File: config.mk
export PLATFORM = sky130hd
export DESIGN_NAME = board_io_ctrl
export DESIGN_NICKNAME = d
export VERILOG_FILES = /design/src/rtl/io_pkg.sv /design/src/rtl/io_debounce.sv /design/src/rtl/board_io_ctrl.sv
export SDC_FILE = /design/constraint.sdc
export NUM_CORES = 1
export LEC_CHECK = 0
export ABC_AREA = 1
export CAP_MARGIN = 20
export CELL_PAD_IN_SITES_DETAIL_PLACEMENT = 1
export CELL_PAD_IN_SITES_GLOBAL_PLACEMENT = 1
export CORE_MARGIN = 2
export CORE_UTILIZATION = 25
export CTS_BUF_LIST = sky130_fd_sc_hd__clkbuf_8 sky130_fd_sc_hd__clkbuf_16
export DETAILED_ROUTE_END_ITERATION = 8
export HOLD_SLACK_MARGIN = 0.1
export PLACE_DENSITY_LB_ADDON = 0.1
export SYNTH_ARGS = -nofsm -noshare
export SYNTH_HDL_FRONTEND = slang
export SYNTH_SLANG_ARGS = --single-unit
File: constraint.sdc
create_clock -name clk -period 2.05 [get_ports clk]
set_clock_uncertainty 0.1 [all_clocks]
set_input_delay 0.205 -clock clk [delete_from_list [all_inputs] [get_ports clk]]
set_output_delay 0.205 -clock clk [all_outputs]
set_load 0.05 [all_outputs]
File: src/rtl/io_pkg.sv
// Shared constants and types for the board I/O unit: switch/LED widths,
// register offsets below the top of the address space, and the register select.
package io_pkg;

    localparam int SW_WIDTH  = 10;
    localparam int LED_WIDTH = 10;

    localparam int LED_OFS = 0;
    localparam int SW_OFS  = 1;
    localparam int CHG_OFS = 2;

    typedef enum logic [1:0] {
        REG_NONE = 2'd0,
        REG_LED  = 2'd1,
        REG_SW   = 2'd2,
        REG_CHG  = 2'd3
    } io_reg_e;

endpackage

File: src/rtl/io_debounce.sv
// Switch synchroniser plus tick-sampled debounce producing the stable switch state.
// Latency 2 cycles to sync; with IO_DEBOUNCE_EN, D+1..2D+1 more to stable. No backpressure.
module io_debounce
    import io_pkg::*;
#(
    parameter int DEBOUNCE_CYCLES = 500000
)(
    input  logic                clk,
    input  logic                reset,
    input  logic [SW_WIDTH-1:0] i_sw,
    output logic [SW_WIDTH-1:0] o_sw_stable
);

    logic [SW_WIDTH-1:0] r_sw_meta;
    logic [SW_WIDTH-1:0] r_sw_sync;

    always_ff @(posedge clk) begin
        if (reset) begin
            r_sw_meta <= '0;
            r_sw_sync <= '0;
        end else begin
            r_sw_meta <= i_sw;
            r_sw_sync <= r_sw_meta;
        end
    end

`ifdef IO_DEBOUNCE_EN
    localparam int CNT_W = $clog2(DEBOUNCE_CYCLES);
    localparam logic [CNT_W-1:0] TICK_LAST = CNT_W'(DEBOUNCE_CYCLES - 1);

    logic [CNT_W-1:0]    r_tick_cnt;
    logic [SW_WIDTH-1:0] r_sample;
    logic [SW_WIDTH-1:0] r_sw_stable;
    logic                w_tick;
    logic [SW_WIDTH-1:0] w_agree;

    assign w_tick  = (r_tick_cnt == TICK_LAST);
    // A bit is accepted only when two consecutive ticks saw the same level.
    assign w_agree = ~(r_sw_sync ^ r_sample);

    always_ff @(posedge clk) begin
        if (reset) begin
            r_tick_cnt  <= '0;
            r_sample    <= '0;
            r_sw_stable <= '0;
        end else begin
            r_tick_cnt <= w_tick ? '0 : r_tick_cnt + CNT_W'(1);
            if (w_tick) begin
                r_sample    <= r_sw_sync;
                r_sw_stable <= (r_sample & w_agree) | (r_sw_stable & ~w_agree);
            end
        end
    end

    assign o_sw_stable = r_sw_stable;
`else
    logic [31:0] w_unused_cfg;
    assign w_unused_cfg = DEBOUNCE_CYCLES;
    assign o_sw_stable  = r_sw_sync;
`endif

endmodule

File: src/rtl/board_io_ctrl.sv
// Memory-mapped board I/O: LED register, debounced switches, sticky change flags.
// Read/write latency 1 cycle; no backpressure. IO_DEBOUNCE_EN enables switch debounce.
module board_io_ctrl
    import io_pkg::*;
#(
    parameter int DATA_WIDTH      = 16,
    parameter int ADDR_WIDTH      = 16,
    parameter int DEBOUNCE_CYCLES = 500000
)(
    input  logic                  clk,
    input  logic                  reset,
    input  logic [ADDR_WIDTH-1:0] addr,
    input  logic [DATA_WIDTH-1:0] wr_data,
    input  logic                  we,
    input  logic                  re,
    output logic [DATA_WIDTH-1:0] rd_data,
    output logic                  io_sel,
    input  logic [SW_WIDTH-1:0]   sw,
    output logic [LED_WIDTH-1:0]  leds
);

    localparam logic [ADDR_WIDTH-1:0] ALL1     = '1;
    localparam logic [ADDR_WIDTH-1:0] LED_ADDR = ALL1 - ADDR_WIDTH'(LED_OFS);
    localparam logic [ADDR_WIDTH-1:0] SW_ADDR  = ALL1 - ADDR_WIDTH'(SW_OFS);
    localparam logic [ADDR_WIDTH-1:0] CHG_ADDR = ALL1 - ADDR_WIDTH'(CHG_OFS);

    io_reg_e               w_sel;
    logic [SW_WIDTH-1:0]   w_sw_stable;
    logic [SW_WIDTH-1:0]   w_chg_set;
    logic                  w_chg_clr;
    logic [DATA_WIDTH-1:0] w_rd_nxt;

    logic [LED_WIDTH-1:0]  r_leds;
    logic [SW_WIDTH-1:0]   r_stable_q;
    logic [SW_WIDTH-1:0]   r_chg;
    logic [DATA_WIDTH-1:0] r_rd_data;

    io_debounce #(
        .DEBOUNCE_CYCLES (DEBOUNCE_CYCLES)
    ) u_debounce (
        .clk         (clk),
        .reset       (reset),
        .i_sw        (sw),
        .o_sw_stable (w_sw_stable)
    );

    always_comb begin
        w_sel = REG_NONE;
        if (addr == LED_ADDR) begin
            w_sel = REG_LED;
        end else if (addr == SW_ADDR) begin
            w_sel = REG_SW;
        end else if (addr == CHG_ADDR) begin
            w_sel = REG_CHG;
        end
    end

    assign io_sel = (w_sel != REG_NONE);

    always_ff @(posedge clk) begin
        if (reset) begin
            r_leds <= '0;
        end else if (we && (w_sel == REG_LED)) begin
            r_leds <= wr_data[LED_WIDTH-1:0];
        end
    end

    generate
        if (DATA_WIDTH > LED_WIDTH) begin : g_wr_hi
            logic w_unused_wr_hi;
            assign w_unused_wr_hi = ^wr_data[DATA_WIDTH-1:LED_WIDTH];
        end
    endgenerate

    assign w_chg_set = w_sw_stable ^ r_stable_q;
    assign w_chg_clr = re && (w_sel == REG_CHG);

    // A transition arriving together with a clearing read must not be lost.
    always_ff @(posedge clk) begin
        if (reset) begin
            r_stable_q <= '0;
            r_chg      <= '0;
        end else begin
            r_stable_q <= w_sw_stable;
            r_chg      <= (r_chg & ~{SW_WIDTH{w_chg_clr}}) | w_chg_set;
        end
    end

    always_comb begin
        w_rd_nxt = '0;
        case (w_sel)
            REG_LED: w_rd_nxt[LED_WIDTH-1:0] = r_leds;
            REG_SW:  w_rd_nxt[SW_WIDTH-1:0]  = w_sw_stable;
            REG_CHG: w_rd_nxt[SW_WIDTH-1:0]  = r_chg;
            default: w_rd_nxt = '0;
        endcase
    end

    always_ff @(posedge clk) begin
        if (reset) begin
            r_rd_data <= '0;
        end else if (re) begin
            r_rd_data <= w_rd_nxt;
        end
    end

    assign rd_data = r_rd_data;
    assign leds    = r_leds;

endmodule
== After elaboration in Yosys (flattened, before gate mapping) ==
Cells that the tools add are included.
Word-level totals
  bits in registers: 60
  input port bits: 46
  output and inout port bits: 27
  word-level logic and storage cells: 23
Operators by class
  equality and inequality tests: 6
  mux-type cells: 4
  bitwise logic cells: 4
  reduce and logical (&&, ||, !) cells: 3
Operator list (count)
  $eq 16x16->1 const B: 3
  $pmux 10 s3: 1
  $and 10x10->10: 1
  $not 10->10: 1
  $or 10x10->10: 1
  $xor 10x10->10: 1
  $mux 2: 3
  $eq 2x2->1 const B: 2
  $eq 2x1->1 const B: 1
  $logic_and 1x1->1: 2
  $reduce_bool 2->1: 1

== Longest topological paths before layout ==
Gate-level depths: netlist of the first run.
  word-level depth: 9
  mapped depth: 10
  mapped depth without buffers: 9

== Hierarchy ==
A second synthesis of the first run with hierarchy kept.
Second synthesis, totals
  cell total of the unflattened synthesis: 299
  area, all modules: 2341.0 um2
Modules (own cells, without submodules)
  board_io_ctrl: instances 1, cells an instance 237, area an instance 1767.9 um2, seq. area each 800.8 um2
  io_debounce: instances 1, cells an instance 62, area an instance 573.0 um2, seq. area each 400.4 um2

== Least setup slack after synthesis of the first run ==
No wires, ideal clock.
  path kind: input-to-output
  from: input port addr[13]
  to: output port io_sel
  data arrival time: 1.656 ns
  data required time: 1.745 ns
  setup slack: 0.089 ns
  stages: 4
  path through: nand2_1 > nor2_4 > nand3_1 > a211oi_1
Between the ends
  word-level cells in the longest chain between the ends: 5
  elaborated cells between the ends (all ways): 7
  those cells by class: eq/ne: 3; mux: 3; reduce/logical: 1
RTL lines
  start: declaration: line board_io_ctrl.sv:12  | input logic [ADDR_WIDTH-1:0] addr,
  $eq 16x16->1: line board_io_ctrl.sv:53  | end else if (addr == CHG_ADDR) begin
  $mux 2: line board_io_ctrl.sv:53
  $mux 2: line board_io_ctrl.sv:51  | end else if (addr == SW_ADDR) begin
  $mux 2 *: line board_io_ctrl.sv:49  | if (addr == LED_ADDR) begin
  $reduce_bool 2->1 *: line board_io_ctrl.sv:58  | assign io_sel = (w_sel != REG_NONE);
  end: declaration: line board_io_ctrl.sv:17  | output logic io_sel,
Mark *: on every way between the ends. The rest lies on a longest branch, timed or not.

== Worst setup path in the final report of the first run ==
  from: register r_leds[9] (netlist: leds[9])
  to: output port leds[9]
RTL lines
  start: declaration: line board_io_ctrl.sv:33  | logic [LED_WIDTH-1:0] r_leds;
  start signal: assignment: line board_io_ctrl.sv:64  | r_leds <= wr_data[LED_WIDTH-1:0];
  end: declaration: line board_io_ctrl.sv:19  | output logic [LED_WIDTH-1:0] leds
No word-level cell between the ends.

==> metrics.log, run 1 <==
INFO  metric num_vias = about 1900
INFO  metric cts_made_buffers = 9
INFO  metric route.antenna.remaining_nets = 0
INFO  metric signal_arrival_time_at_the_worst_endpoint = 1.55 ns
INFO  metric dp.cells = approximately 460
INFO  metric top_ports = 73
INFO  metric port_buffers = 60
INFO  metric max_cap_viol_count = 0
INFO  metric leakagePower = between 1 and 1.5 nW
INFO  metric post_synth_mux_area_share = 0%
INFO  metric maximum_cell_stage_delay_along_the_critical_path = between 0.8 and 0.9 ns
INFO  metric synth.cell_area = around 2300 sq um
INFO  metric slew_viol_final = 0
INFO  metric syn_avg_cell_area = 7.767 sq um
INFO  metric postCtsHoldBufs = 0
INFO  metric first_global_vias = ~1900
INFO  metric global_route.overflow_total = 0
INFO  metric design.die.area = roughly 10000 sq um
INFO  metric post_layout_nonfiller_instances = roughly 480
INFO  metric route.detailed.wl_per_inst = 11.37 um
INFO  metric critPathBufInv = 1
INFO  metric synth.ff_latch_count = 60
INFO  metric clkSlewWorstSetupHoldPaths = ~0.07 ns
INFO  metric crit_path_top_delay_cell = sky130_fd_sc_hd__clkdlybuf4s50_1
INFO  metric route.detailed.drc = 0
INFO  metric critical_path.top_delay_family = buffers and inverters
INFO  metric tightestPinTransition = around 0.51 ns
INFO  metric timing_worst_setup_path_type = reg2out
INFO  metric vdd.ir_drop.worst = between 0.3 and 0.4 mV
INFO  metric synth-compound-area-share = ~8.2%
INFO  metric hp-class = in2reg
INFO  metric core = 9109 sq um
INFO  metric endpoint_kind = output pin
INFO  metric synth.distinct_cells = 19
INFO  metric post_route_cells_drive_above_1_share = between 10% and 20%
INFO  metric tritoncts = built
INFO  metric chipHeight = approximately 100 um
INFO  metric outcome = finished, final reports clean
INFO  metric drtIter0Drc = 30
INFO  metric place.detailed.hpwl = about 3900 um
INFO  metric path_cells = clkdlybuf4s50_1
INFO  metric initial_utilization = roughly a quarter
INFO  metric post_cts.repair.setup_buffers = 0
INFO  metric power_per_cell_area = around 760 nW/um^2
INFO  metric worst_case_clock_buffer_depth = 2
INFO  metric dominant_combinational_cell_family_by_area_after_synthesis = simple AND/OR/NAND/NOR gates
INFO  metric path_max_fanout = 3
INFO  metric synthCells = between 200 and 300
INFO  metric basic_gate_share_of_the_synthesized_area_counting_and_or_nand_and_nor_cells = a little over a quarter
INFO  metric cts-resized-gates = 0
INFO  metric dr.pass1.iters = 4
INFO  metric setup_total_negative_slack = 0 ns
INFO  metric slew_headroom = between 60% and 70%
INFO  metric cp_data_required_time = approximately 1.8 ns
INFO  metric finalHoldViolations = 0
INFO  metric clkSinkCount = 60
INFO  metric replace_congestion = a little under 0.7
INFO  metric rsz0062_at_grt = false
INFO  metric htree_levels = 3
INFO  metric synth_xor_area_share = 3.772%
INFO  metric achievable_clock_frequency = approximately 540 MHz
INFO  metric finalWorstPathRequiredPeriod = between 1.5 and 2 ns
INFO  metric root_buffer = sky130_fd_sc_hd__clkbuf_8
INFO  metric synth_adder_area_share = 0%
INFO  metric seq_total_area_yosys = a little over 50%
INFO  metric route.final.wire_length = roughly 5400 um
INFO  metric cp-start-kind = flop
INFO  metric setup.reg_to_reg.worst_slack = around 1.1 ns
INFO  metric fin_nets = approximately 410
INFO  metric setup_viol_count_final = 0
INFO  metric routed_via_density = 4.044
INFO  metric antennaDiodeCount = 0
INFO  metric die_w = ~100 um
INFO  metric total_power = roughly 2.5 mW
INFO  metric holdWs = 0.2284 ns
INFO  metric std_cell_rows = 35
INFO  metric area_growth_syn_to_layout = 39.22%
INFO  metric insertion_delay = 0.34 ns
INFO  metric grt_max_degree = a little over 60
INFO  metric grt_antenna_before_repair = 0
INFO  metric ys.warnings.count = 0
INFO  metric n_fill_cell = between 1000 and 1500
INFO  metric grt_util_all_layers = around 12%
INFO  metric grt_pass1_wl = 8921 um
INFO  metric timing.final.crit_share = just over 90%
cells in the final DEF, fill, tap and decap left out, types with 2 or more instances in the layout:
master and instances:
sky130_fd_sc_hd__dfxtp_1 60, sky130_fd_sc_hd__nand2_1 93, sky130_fd_sc_hd__buf_4 4, sky130_fd_sc_hd__buf_12 2, sky130_fd_sc_hd__xnor2_1 10, sky130_fd_sc_hd__conb_1 6
sky130_fd_sc_hd__clkbuf_8 10, sky130_fd_sc_hd__nor2_1 33, sky130_fd_sc_hd__nor2_4 5, sky130_fd_sc_hd__a21oi_2 9, sky130_fd_sc_hd__inv_2 2, sky130_fd_sc_hd__clkinv_2 2
sky130_fd_sc_hd__a21oi_1 21, sky130_fd_sc_hd__nand3_1 11, sky130_fd_sc_hd__inv_1 33, sky130_fd_sc_hd__nand2_2 2, sky130_fd_sc_hd__clkdlybuf4s50_1 58
final timing paths:
check                                                   startpoint                              endpoint  cells after the start
worst max-delay path                          leds[9]$_SDFFE_PP0P_                               leds[9]                      1
worst min-delay path                                         reset    u_debounce.r_sw_meta[7]$_SDFF_PP0_                      3
worst max register to register                leds[8]$_SDFFE_PP0P_               rd_data[8]$_SDFFE_PP0P_                      4
worst min register to register  u_debounce.r_sw_meta[3]$_SDFF_PP0_  u_debounce.o_sw_stable[3]$_SDFF_PP0_                      2
metal layers:
metal,track usage [%],wire length [um],vias up
met3,3.969,315,7
met4,4.742,70,0
met2,18.79,2566,45
met5,0,0,-
met1,13.95,2494,871
li1,-,-,1014
area by class of cell:
type	instances	area [sq um]	share of cell area, %
Clock buffer	10	137.6	4.257
Clock inverter	6	56.30	1.741
Inverter	34	127.6	3.947
Multi-Input combinational cell	193	915.9	28.33
Sequential cell	60	1201	37.15
Tap cell	111	138.9	4.296
Timing Repair Buffer	65	655.6	20.28
through the flow:
stage | util, % | area (sq um) | setup WS [ns]
after CTS | 35.49 | 3233 | 0.1740
after global routing | 35.49 | 3233 | 0.09007
after global placement | 33.37 | 3039 | 0.1335
after detailed placement | 33.37 | 3039 | 0.08715
after floorplan | - | 2341 | 0.08851
final | 35.49 | 3233 | 0.1954
flip-flops by register name (all words and copies together) (netlist names):
register	flops
r_stable_q	10
r_chg	10
leds	10
u_debounce.r_sw_meta	10
u_debounce.o_sw_stable	10
rd_data	10
cells in the mapped netlist:
library cell / instances / area share, %
sky130_fd_sc_hd__nand2_1: 93 / 15
sky130_fd_sc_hd__dfxtp_1: 60 / 52
sky130_fd_sc_hd__nor2_1: 33 / 5.3
sky130_fd_sc_hd__inv_1: 31 / 5.0
sky130_fd_sc_hd__a21oi_1: 21 / 4.5
sky130_fd_sc_hd__nand3_1: 11 / 2.4
sky130_fd_sc_hd__xnor2_1: 10 / 3.8
sky130_fd_sc_hd__a21oi_2: 9 / 3.4
sky130_fd_sc_hd__buf_4: 8 / 2.6
sky130_fd_sc_hd__clkbuf_1: 7 / 1.1
sky130_fd_sc_hd__nor2_4: 5 / 2.4
sky130_fd_sc_hd__buf_2: 2 / 0.43
sky130_fd_sc_hd__inv_2: 2 / 0.32
sky130_fd_sc_hd__nand2_2: 2 / 0.54
sky130_fd_sc_hd__a211oi_1: 1 / 0.32
sky130_fd_sc_hd__clkinv_1: 1 / 0.16
sky130_fd_sc_hd__conb_1: 1 / 0.16
sky130_fd_sc_hd__nand2_4: 1 / 0.48
sky130_fd_sc_hd__nor2_2: 1 / 0.27
worst register-to-register path, stage by stage, from the launching register on:
cell and delay (ns):
sky130_fd_sc_hd__dfxtp_1 0.37, sky130_fd_sc_hd__nand2_1 0.07, sky130_fd_sc_hd__nand3_1 0.14, sky130_fd_sc_hd__nand2_1 0.08, sky130_fd_sc_hd__a21oi_2 0.10
logic make-up after synthesis:
kind of cell,Yosys count
AOI/OAI and AO/OA,31
xor gates and xnor gates,10
other,1
buffers and inverters,51
DFF,60
and+or+nand+nor,146
power by group:
part / switching, mW / internal, mW / total [mW]
registers: 0.0193 / 1.20 / 1.22
logic: 0.0908 / 0.0971 / 0.188
clock network: 0.455 / 0.583 / 1.04
total: 0.566 / 1.88 / 2.45
Note: power is estimated with default switching activity, not from simulation.
==> run 2: changes to the inputs <==
--- a/config.mk
+++ b/config.mk
@@ -11,3 +11,3 @@
 export CELL_PAD_IN_SITES_GLOBAL_PLACEMENT = 1
-export CORE_MARGIN = 2
+export CORE_MARGIN = 10
 export CORE_UTILIZATION = 25
@@ -15,3 +15,3 @@
 export DETAILED_ROUTE_END_ITERATION = 8
-export HOLD_SLACK_MARGIN = 0.1
+export HOLD_SLACK_MARGIN = 0.03
 export PLACE_DENSITY_LB_ADDON = 0.1
==> constraint.sdc (replaced) <==
create_clock -name clk -period 2.05 [get_ports clk]
set_clock_uncertainty 0.1 [all_clocks]
set_input_delay 0.615 -clock clk [delete_from_list [all_inputs] [get_ports clk]]
set_output_delay 0.615 -clock clk [all_outputs]
set_load 0.05 [all_outputs]
==> run 2 against run 1 <==
  * Routed wire length is 12% higher
  * Maximum frequency decreased by 9.0%
  * Largest cell class unchanged
  * Final area up 3.3%
  * Cell count increased by 2.5%
  * Power is 6.3% lower
  * Clock power down 17%
  * Via count up 2.3%
  * Global-route usage shrank 2.0 points
  * Sequential share of layout area fell by 1.2 points
==> metrics.log, run 2 (synthesis gave the netlist of run 1 again) <==
INFO  metric cp-start-kind = primary input
INFO  metric hp-class = reg2reg
INFO  metric top_ports = between 70 and 80
INFO  metric route.detailed.drc = 0
INFO  metric timing.final.ws_setup = 0.01200 ns
INFO  metric global_route.overflow_total = 0
INFO  metric drtIter0Drc = 40
INFO  metric hp-start = u_debounce.r_sw_meta[3]$_SDFF_PP0_
INFO  metric power_per_cell_area = between 600 and 700 nW/um^2
INFO  metric setup_viol_count_final = 0
INFO  metric grt_pass1_wl = about 10000 um
INFO  metric mostFrequentLayoutCell = sky130_fd_sc_hd__nand2_1
INFO  metric setup.reg_to_reg.worst_slack = roughly 1.1 ns
INFO  metric clkSinkCount = 60
INFO  metric std_cell_rows = 35
INFO  metric ff2ff_path_depth = 4
INFO  metric rsz0062_at_grt = true
INFO  metric port_buffers = 60
INFO  metric design.die.area = 13540 sq um
INFO  metric pwr-share-comb = under 10%
INFO  metric timing_worst_setup_path_type = in2out
INFO  metric replace_congestion = roughly 0.7
INFO  metric path_cells = buf_4, nand2_8, nor2_4, nand3_2, a211oi_4, buf_12
INFO  metric net-switching-power = about 560 uW
INFO  metric insertion_delay = 0.33 ns
INFO  metric critical_path.top_delay_family = buffers and inverters
INFO  metric regToRegStartpoint = leds[0]$_SDFFE_PP0P_
INFO  metric critPathBufInv = 2
INFO  metric tritoncts = built
INFO  metric cp-startpoint = addr[15]
INFO  metric area_growth_syn_to_layout = 43.75%
INFO  metric vdd.ir_drop.worst = around 0.25 mV
INFO  metric grt_antenna_before_repair = 0
INFO  metric first_global_vias = around 2100
INFO  metric route.final.wire_length = 6082 um
INFO  metric htree_levels = 3
INFO  metric timing.final.crit_share = roughly 99%
INFO  metric internal-power = 1.732 mW
INFO  metric finalHoldViolations = 0
INFO  metric leakagePower = approximately 1.4 nW
INFO  metric setup_total_negative_slack = 0 ns
INFO  metric fin_nets = ~420
INFO  metric crit_path_top_delay_cell = sky130_fd_sc_hd__a211oi_4
INFO  metric worstReg2RegEnd = rd_data[0]$_SDFFE_PP0P_
INFO  metric dr.pass1.iters = 3
INFO  metric antennaDiodeCount = 0
INFO  metric worst_setup_path_endpoint = io_sel
INFO  metric root_buffer = sky130_fd_sc_hd__clkbuf_8
INFO  metric finalInstanceArea = between 3000 and 4000 sq um
INFO  metric most-common-layout-cells = sky130_fd_sc_hd__nand2_1, sky130_fd_sc_hd__dfxtp_1, sky130_fd_sc_hd__buf_4
INFO  metric core = 9153 sq um
INFO  metric chipHeight = 116.4 um
INFO  metric worst_case_clock_buffer_depth = 2
INFO  metric seq_power_share = a little over half
INFO  metric cp_data_required_time = 1.33 ns
INFO  metric clkSlewWorstSetupHoldPaths = approximately 0.060 ns
INFO  metric path_max_fanout = 2
INFO  metric dp_worst_setup_slack = -0.5560 ns
INFO  metric num_vias = a little under 2000
INFO  metric grt_max_degree = just over 60
INFO  metric pwr-share-clk = between 30% and 40%
INFO  metric die_w = 116.4 um
INFO  metric routed_via_density = between 4 and 5
INFO  metric endpoint_kind = output pin
INFO  metric max_cap_viol_count = 0
INFO  metric outcome = finished, final reports clean
INFO  metric post_route_cells_drive_above_1_share = approximately 25%
INFO  metric route.detailed.wl_per_inst = 12.39 um
INFO  metric slew_viol_final = 0
INFO  metric cts_made_buffers = 9
INFO  metric place.detailed.hpwl = 4561 um
INFO  metric dpl_cell_area = 3137 sq um
INFO  metric finalWorstPathRequiredPeriod = just over 2 ns
INFO  metric achievable_clock_frequency = about 490 MHz
INFO  metric swShare = approximately a quarter
INFO  metric initial_utilization = 25.37%
INFO  metric total_number_of_cells_along_the_worst_setup_path = 6
INFO  metric signal_arrival_time_at_the_worst_endpoint = ~1.3 ns
INFO  metric route.antenna.remaining_nets = 0
INFO  metric maximum_cell_stage_delay_along_the_critical_path = roughly 0.2 ns
INFO  metric postCtsHoldBufs = 0
INFO  metric grt_util_all_layers = under 10%
run 2: cell count changes in the layout (fill, tap and decap cells not counted), moves of 2 or more:
cell	previous run	this run
sky130_fd_sc_hd__nand2_8	0	2
sky130_fd_sc_hd__nand2_1	93	86
sky130_fd_sc_hd__buf_12	2	4
sky130_fd_sc_hd__clkdlybuf4s50_1	58	22
sky130_fd_sc_hd__dlygate4sd2_1	0	2
sky130_fd_sc_hd__buf_6	0	9
sky130_fd_sc_hd__buf_4	4	37
sky130_fd_sc_hd__clkinv_2	2	4
sky130_fd_sc_hd__clkdlybuf4s15_1	0	2
sky130_fd_sc_hd__nand2_2	2	6
run 2: worst min-delay path: cells and delay by family, from the launching register on:
kind / cells / cell delay (ns)
flops: 1 / 0.30
buf+inv: 1 / 0.04
simple gates: 1 / 0.03
run 2: power groups by stage:
stage / Combinational [mW] / Sequential, mW / Clock, mW
final: 0.208 / 1.22 / 0.865
after detailed placement: 0.207 / 1.25 / 0
after global placement: 0.203 / 1.25 / 0
after CTS: 0.210 / 1.22 / 0.913
after global routing: 0.232 / 1.23 / 0.968
after floorplan: 0.113 / 1.25 / 0
run 2: per-stage QoR:
stage          power (mW)  cells  hold slack [ns]  utilization [%]
2_1_floorplan       1.359    304           0.2883                -
5_1_grt             2.428    491           0.3299            36.47
3_3_place_gp        1.452    471           0.2894            34.27
6_report            2.297    491           0.3018            36.47
3_5_place_dp        1.457    471           0.2971            34.27
4_1_cts             2.346    491           0.3063            36.36
run 2: how the worst min path moves through the flow:
stage | endpoint | slack [ns] | cells after the start
3_5_place_dp | u_debounce.o_sw_stable[0]$_SDFF_PP0_ | 0.30 | 2
6_report | u_debounce.o_sw_stable[3]$_SDFF_PP0_ | 0.30 | 2
4_1_cts | u_debounce.o_sw_stable[3]$_SDFF_PP0_ | 0.31 | 2
5_1_grt | u_debounce.o_sw_stable[0]$_SDFF_PP0_ | 0.33 | 2
3_3_place_gp | u_debounce.o_sw_stable[2]$_SDFF_PP0_ | 0.29 | 2
2_1_floorplan | u_debounce.o_sw_stable[0]$_SDFF_PP0_ | 0.29 | 2
run 2: layout make-up:
type / instances / area [sq um]
fill: 1113 / 5814
tap: 111 / 138.9
multi-input combinational: 193 / 988.4
clock buffer: 9 / 123.9
clock inverter: 7 / 36.28
inverter: 34 / 127.6
timing repair buffer: 77 / 721.9
sequential: 60 / 1201
run 2: what timing repair did:
| item | in CTS | in global routing |
|---|---|---|
| setup endpoints to repair | 17 | 1 |
| hold endpoints to repair | 0 | 0 |
| pin swaps | 10 | 1 |
| resized for setup | 64 | 2 |
| buffers inserted | 4 | 0 |
run 2: per-layer routing:
| metal | vias up | routed length, um | track usage, % | part of all wire (%) |
|---|---|---|---|---|
| met3 | 9 | 358 | 3.030 | 5.9 |
| met5 | - | 0 | 0 | 0 |
| met1 | 883 | 2726 | 10.89 | 45 |
| li1 | 1045 | - | - | - |
| met2 | 44 | 2889 | 15.91 | 48 |
| met4 | 0 | 108 | 4.754 | 1.8 |
==> run 3: changes to the inputs <==
- CORE_UTILIZATION: 25 -> 35
==> run 3 against run 2 <==
  * Largest power group unchanged
  * Cell count fell by 6.9%
  * Register-to-register slack improved by 0.04 ns
  * Sequential power barely moved
  * Flip-flop and latch count did not move
  * Core utilization rose by 16 points
  * The run now ends with negative setup slack left
  * Sequential share of layout area fell by 0.12 points
  * Maximum frequency fell by 1.3%
  * Via count rose by 2.3%
==> metrics.log, run 3 (synthesis gave the netlist of run 1 again) <==
INFO  metric outcome = finished with violations
INFO  metric violated_checks = negative setup slack
INFO  metric grt_max_degree = 32
INFO  metric mostFrequentLayoutCell = sky130_fd_sc_hd__nand2_1
INFO  metric regToRegStartpoint = leds[6]$_SDFFE_PP0P_
INFO  metric clkSinkCount = 60
INFO  metric antennaDiodeCount = 0
INFO  metric endpoint_kind = output pin
INFO  metric route.detailed.drc = 0
INFO  metric design.die.area = ~10000 sq um
INFO  metric internal-power = 1.795 mW
INFO  metric cp-start-kind = primary input
INFO  metric net-switching-power = between 600 and 700 uW
INFO  metric path_cells = dlygate4sd2_1, inv_2, a211oi_4, buf_12
INFO  metric grt_antenna_before_repair = 0
INFO  metric htree_levels = 3
INFO  metric min_delay_path_depth = 2
INFO  metric num_vias = between 2000 and 2500
INFO  metric crit_path_top_delay_cell = sky130_fd_sc_hd__dlygate4sd2_1
INFO  metric hp-start = u_debounce.r_sw_meta[7]$_SDFF_PP0_
INFO  metric finalHoldViolations = 0
INFO  metric worst_case_clock_buffer_depth = 2
INFO  metric hp-class = reg2reg
INFO  metric timing.final.crit_share = 100.8%
INFO  metric cp_data_required_time = approximately 1.3 ns
INFO  metric power_per_cell_area = between 700 and 800 nW/um^2
INFO  metric n_fill_cell = 794
INFO  metric timing_worst_setup_path_type = in2out
INFO  metric setup_viol_count_final = 1
INFO  metric area_growth_syn_to_layout = 44.23%
INFO  metric dr.pass1.iters = 4
INFO  metric core = approximately 6400 sq um
INFO  metric worstReg2RegEnd = rd_data[6]$_SDFFE_PP0P_
INFO  metric first_global_vias = 2034
INFO  metric tritoncts = built
INFO  metric pwr-share-comb = ~9%
INFO  metric slew_viol_final = 0
INFO  metric post_route_cells_drive_above_1_share = 25.53%
INFO  metric setup.reg_to_reg.worst_slack = around 1.2 ns
INFO  metric std_cell_rows = 29
INFO  metric replace_congestion = 0.7254
INFO  metric chipHeight = around 100 um
INFO  metric post-route-util = between 50% and 60%
INFO  metric worst_hold_path.endpoint = u_debounce.o_sw_stable[7]$_SDFF_PP0_
INFO  metric holdWs = roughly 0.31 ns
INFO  metric pwr-share-clk = approximately two fifths
INFO  metric signal_arrival_time_at_the_worst_endpoint = between 1 and 1.5 ns
INFO  metric clkSlewWorstSetupHoldPaths = approximately 0.070 ns
INFO  metric timing.final.ws_setup = -0.01562 ns
INFO  metric port_buffers = 60
INFO  metric grt_util_all_layers = 12.13%
INFO  metric leakagePower = roughly 1.4 nW
INFO  metric finalWorstPathRequiredPeriod = roughly 2.1 ns
INFO  metric most-common-layout-cells = sky130_fd_sc_hd__nand2_1, sky130_fd_sc_hd__dfxtp_1, sky130_fd_sc_hd__buf_4
INFO  metric die_w = 101.5 um
INFO  metric drtIter0Drc = 60
INFO  metric rsz0062_at_grt = true
INFO  metric seq_power_share = 50.9%
INFO  metric vdd.ir_drop.worst = roughly 0.61 mV
INFO  metric route.antenna.remaining_nets = 0
INFO  metric root_buffer = sky130_fd_sc_hd__clkbuf_8
INFO  metric grt_pass1_wl = slightly below 10000 um
INFO  metric insertion_delay = ~0.33 ns
INFO  metric routed_via_density = 4.435
INFO  metric global_route.overflow_total = 0
INFO  metric dp.cells = ~440
INFO  metric post_layout_nonfiller_instances = about 460
INFO  metric route.final.wire_length = ~5900 um
INFO  metric initial_utilization = approximately 36%
INFO  metric route.detailed.wl_per_inst = 13.01 um
INFO  metric maximum_cell_stage_delay_along_the_critical_path = ~0.25 ns
INFO  metric cts_made_buffers = 9
INFO  metric achievable_clock_frequency = a little under 500 MHz
INFO  metric place.detailed.hpwl = between 4000 and 5000 um
INFO  metric fin_nets = between 400 and 500
INFO  metric postCtsHoldBufs = 0
INFO  metric swShare = between 20% and 30%
INFO  metric ff2ff_path_depth = 4
INFO  metric top_ports = 73
INFO  metric path_max_fanout = 2
INFO  metric max_cap_viol_count = 0
## run 3: area by class of cell
| cell class | count | area, sq um | share of cell area [%] |
|---|---|---|---|
| repair buffers | 77 | 740.7 | 22.11 |
| multi-input cells | 193 | 998.5 | 29.81 |
| clock buffers | 10 | 137.6 | 4.109 |
| well taps | 77 | 96.34 | 2.876 |
| flip-flops and latches | 60 | 1201 | 35.86 |
| inverters | 34 | 127.6 | 3.810 |
| clock inverters | 6 | 47.55 | 1.420 |
## run 3: through the flow
stage	setup slack [ns]	power (mW)	instance area (sq um)	setup TNS, ns
final	-0.01562	2.405	3349	-0.01562
after floorplan	-0.07597	1.359	2404	-0.07597
after detailed placement	-0.6015	1.462	3114	-10.25
after global placement	-0.5510	1.454	3114	-8.922
after CTS	-0.02683	2.438	3343	-0.02683
after global routing	-0.05803	2.511	3349	-0.05803
## run 3: worst max-delay path by stage
stage,startpoint,endpoint,cells past startpoint
floorplan,addr[14],io_sel,4
global placement,addr[11],io_sel,6
detailed placement,addr[14],io_sel,6
CTS,addr[4],io_sel,6
global route,addr[5],io_sel,6
finish,addr[0],io_sel,4
## run 3: power groups by stage
stage	logic, mW	clock network, mW	registers [mW]
2_1_floorplan	0.113	0	1.25
3_5_place_dp	0.212	0	1.25
3_3_place_gp	0.206	0	1.25
6_report	0.217	0.965	1.22
5_1_grt	0.239	1.04	1.23
4_1_cts	0.219	0.996	1.22
## run 3: layer usage
metal	track usage [%]	wire length, um	part of all wire [%]
met5	0	0	0
met4	5.359	125	2.1
met3	4.289	281	4.7
met2	21.00	2990	50
met1	13.01	2546	43
## run 3: critical path, delay by kind of cell
kind            cells  cell delay (ns)
compound gates      1             0.25
buf+inv             3             0.49
## run 3: timing repair
action,CTS,global route
cloned,0,0
gates resized for setup,69,1
pin swaps,10,1
setup endpoints to repair,5,1
setup buffers,3,0
